**config.mk**
```make
export PLATFORM = sky130hd
export DESIGN_NAME = button_conditioner
export DESIGN_NICKNAME = d
export VERILOG_FILES = /design/src/rtl/button_conditioner.sv
export SDC_FILE = /design/constraint.sdc
export NUM_CORES = 1
export LEC_CHECK = 0
export BUFFER_PORTS_ARGS = -buffer_cell sky130_fd_sc_hd__clkbuf_2
export CORE_MARGIN = 5
export CORE_UTILIZATION = 30
export DETAILED_ROUTE_END_ITERATION = 16
export GPL_TIMING_DRIVEN = 0
export PLACE_DENSITY = 0.53
export SYNTH_ARGS = -nofsm -noshare
export SYNTH_HDL_FRONTEND = slang
export SYNTH_SLANG_ARGS = --single-unit
```
**constraint.sdc**
```tcl
create_clock -name clk -period 3.3 [get_ports clk]
set_clock_uncertainty 0.1 [all_clocks]
set_input_delay 0.66 -clock clk [delete_from_list [all_inputs] [get_ports clk]]
set_output_delay 0.66 -clock clk [all_outputs]
set_load 0.05 [all_outputs]
```
**src/rtl/button_conditioner.sv**
```systemverilog
// Multi-channel button debouncer: two-flop synchronizer, per-channel stability
// counter, and registered rise/fall pulses aligned with the debounced level.
module button_conditioner #(
    parameter int W         = 4,
    parameter int COUNT_MAX = 500000
) (
    input  logic         clk,
    input  logic         reset,
    input  logic [W-1:0] btn_raw,
    output logic [W-1:0] btn_clean,
    output logic [W-1:0] btn_rise,
    output logic [W-1:0] btn_fall
);

    localparam int               CNT_W    = (COUNT_MAX > 1) ? $clog2(COUNT_MAX) : 1;
    localparam logic [CNT_W-1:0] CNT_LAST = CNT_W'(COUNT_MAX - 1);
    localparam logic [CNT_W-1:0] CNT_ONE  = CNT_W'(1);

    logic [W-1:0]     r_sync1;
    logic [W-1:0]     r_sync2;
    logic [W-1:0]     r_clean;
    logic [W-1:0]     r_rise;
    logic [W-1:0]     r_fall;
    logic [CNT_W-1:0] r_cnt [W];

    logic [W-1:0]     w_diff;
    logic [W-1:0]     w_accept;

    // Synchronizer stage: nothing downstream sees btn_raw directly
    always_ff @(posedge clk or posedge reset) begin
        if (reset) begin
            r_sync1 <= '0;
            r_sync2 <= '0;
        end else begin
            r_sync1 <= btn_raw;
            r_sync2 <= r_sync1;
        end
    end

    // A channel is accepted once it has disagreed with btn_clean for COUNT_MAX cycles
    always_comb begin
        w_diff   = r_sync2 ^ r_clean;
        w_accept = '0;
        for (int i = 0; i < W; i++) begin
            w_accept[i] = w_diff[i] && (r_cnt[i] == CNT_LAST);
        end
    end

    for (genvar g = 0; g < W; g++) begin : g_cnt
        always_ff @(posedge clk or posedge reset) begin
            if (reset) begin
                r_cnt[g] <= '0;
            end else if (!w_diff[g] || w_accept[g]) begin
                r_cnt[g] <= '0;
            end else begin
                r_cnt[g] <= r_cnt[g] + CNT_ONE;
            end
        end
    end

    // Pulses are registered on the same edge as the level so they coincide with it
    always_ff @(posedge clk or posedge reset) begin
        if (reset) begin
            r_clean <= '0;
            r_rise  <= '0;
            r_fall  <= '0;
        end else begin
            r_clean <= r_clean ^ w_accept;
            r_rise  <= w_accept & r_sync2;
            r_fall  <= w_accept & ~r_sync2;
        end
    end

    assign btn_clean = r_clean;
    assign btn_rise  = r_rise;
    assign btn_fall  = r_fall;

endmodule

```
==> results.json <==
{
  "status": "completed",
  "finalMaxSlewViolations": 0,
  "critPathMaxFanout": 10,
  "fin_util": 0.348,
  "cts_tree": "yes",
  "cts_buffer_depth": 2,
  "setup_viol": 0,
  "grt_pass1_wl_mm": 15.8,
  "ctsResizeCount": 0,
  "die_area_mm2": 0.0178,
  "root_buffer": "clkbuf_16",
  "critPathLaunch": "r_cnt[38]",
  "crit_type": "register to register",
  "grt_max_degree": 65,
  "io_buffers": 17,
  "min_period_over_period": 0.709,
  "yosysTopAreaCell": "dfrtp_1",
  "cts_setup_buffers": 0,
  "die_h_um": 133,
  "drt_first_iter_violations": 289,
  "clk_pin_slew_ps": 70,
  "synth-async-reset-ratio": 1.00,
  "holdCritPathClass": "primary input to async pin",
  "layoutNonFillerInstCount": 662,
  "rows": 45,
  "max-vdd-ir-drop_v": 0.000308,
  "pre_cts_ws_ps": 940,
  "dpl.cell_count": 646,
  "yosysWarnings": 0,
  "core_area_mm2": 0.0151,
  "insertion_delay_ps": 340,
  "synth_top_cell_area_share": 0.526,
  "drive_above_1_share": 0.120,
  "wl_per_cell_um": 13.6,
  "worstPathRequired_ps": 3420,
  "rr_startpoint": "r_cnt[38]",
  "place_congestion": 0.794,
  "setup_ws_ps": 961,
  "postRouteAntennaNets": 0,
  "yosys-top-cells-area": "dfrtp_1, xnor2_1, nor2_1",
  "end_kind": "register",
  "slew_headroom": 0.562,
  "arrival_ps": 2460,
  "wl_mm": 8.99,
  "nFillCells": 1515,
  "final_area_mm2": 0.00525,
  "total_power_mw": 2.43,
  "ctsHtreeMaxLevel": 3,
  "startpoint_type": "register",
  "finalSetupTns_ps": 0,
  "pwr_density_cell_mw_per_mm2": 463,
  "grt_usage": 0.107,
  "die_w_um": 133,
  "drcViolationCount": 0,
  "cts.sinks": 96,
  "min_period_ps": 2340,
  "hold_viol": 0,
  "synth_top_family_by_area": "simple AND/OR/NAND/NOR gates",
  "grt_pass1_vias": 3333,
  "synth_seq_cells": 96,
  "syn_avg_cell_area_um2": 10.4,
  "p_leak_nw": 2.12,
  "avgViaCountPerCell": 4.98,
  "netlist_area_mm2": 0.00457,
  "initial_core_util": 0.303,
  "antennaDiodeCount": 0,
  "synthMuxAreaShare": 0.0167,
  "worst_pin_slew_ps": 653,
  "dp_hpwl_mm": 6.11,
  "synth_ff_type": "dfrtp_1",
  "synth_cells": 440,
  "clock.fmax_mhz": 428,
  "synth_cell_types": 38,
  "yosys.area_share.adder": 0.0109,
  "route.vias.total": 3299,
  "place_area_mm2": 0.00492,
  "synth_nets": 450,
  "synth_xor_xnor_area_share": 0.109,
  "synth_edf_count": 0,
  "antenna_found_initial": 0,
  "grt_remaining_overflow": 0,
  "rsz0062_at_grt": "false",
  "synth_compound_area_frac": 0.0509,
  "syn2layout_area_growth_pct": 14.9,
  "r2r_setup_slack_ps": 960,
  "hold_buffers": 0,
  "maxCapViolations": 0,
  "synth.yosys.seq_area_share": 0.526,
  "holdWs_ps": 217,
  "first_pass_iters": 4,
  "numCtsBuffers": 9,
  "pin_count": 18,
  "final_nets": 479,
  "synth_simple_gate_area_frac": 0.274
}
==> state kept, by name, indices dropped and copies added, names as in the netlist, named ones only <==
register,flops
r_sync1,4
r_cnt,76
r_sync2,4
btn_rise,4
btn_fall,4
==> placed cells by master (no fill, tap or decap), drive strengths merged, types with 5 or more instances in the layout <==
cell and instances:
buf 6, nor2 67, o21ai 10, nand2 28, or3 6, or4 9, nand3 35, and4 6
inv 7, xor2 21, dfrtp 96, nor4b 5, nor3 14, nand4 21, clkbuf 30, and3 9
a21oi 14, nor3b 10, xnor2 36, nor4 13
==> path summary, 6_finish.rpt <==
kind / endpoint / depth (start not counted)
min reg2reg: r_sync2[3] / 0
max in group asynchronous: r_sync2[2] / 3
max reg2reg: r_cnt[44] / 5
min: async pin / 2
max: r_cnt[44] / 5
min in group clk: r_sync2[3] / 0
==> worst max-delay path: stages (launching register included) <==
cell	delay, ps
dfrtp_1	390
ha_1	220
nand4_1	410
o41ai_4	690
buf_2	320
nor2_1	80
==> synthesized netlist by cell type (all sizes together), types with 5 or more instances <==
| cell type | instances |
|---|---|
| a21oi | 14 |
| and3 | 9 |
| and4 | 6 |
| buf | 5 |
| dfrtp | 96 |
| inv | 7 |
| nand2 | 28 |
| nand3 | 35 |
| nand4 | 21 |
| nor2 | 67 |
| nor3 | 14 |
| nor3b | 10 |
| nor4 | 13 |
| nor4b | 5 |
| o21ai | 10 |
| or3 | 6 |
| or4 | 9 |
| xnor2 | 36 |
| xor2 | 21 |
==> area by class of cell <==
| cell class | count | area [um^2] | area share |
|---|---|---|---|
| Clock inverter | 5 | 78.8 | 0.0150 |
| Tap cell | 188 | 235 | 0.0448 |
| Timing Repair Buffer | 18 | 113 | 0.0214 |
| Clock buffer | 11 | 253 | 0.0481 |
| Inverter | 7 | 28.8 | 0.00548 |
| Multi-Input combinational cell | 330 | 2110 | 0.402 |
| Sequential cell | 96 | 2400 | 0.457 |
| Buffer | 7 | 32.5 | 0.00619 |
==> kinds of logic (layout without fill, tap and decap cells) <==
kind of cell | count (synthesis) | after routing
fa+ha+maj | 4 | 4
xor+xnor | 57 | 57
compound gates | 31 | 31
buf+inv | 14 | 48
mux | 6 | 6
flops | 96 | 96
simple gates | 232 | 232
==> where the power goes <==
part           switching, mW  total (mW)  leakage (nW)  internal, mW
clock network          0.444        1.15         0.165         0.704
registers             0.0189        1.21          1.31          1.19
logic                 0.0497      0.0739         0.640        0.0242
total                  0.512        2.43          2.12          1.92
==> layer usage <==
layer,global-route usage,share of wire,up-vias
met5,0,0,-
met4,0.0429,0.019,0
met3,0.0317,0.040,15
met2,0.165,0.44,61
met1,0.143,0.50,1583
li1,-,-,1640
Note: power is estimated with default switching activity, not from simulation.
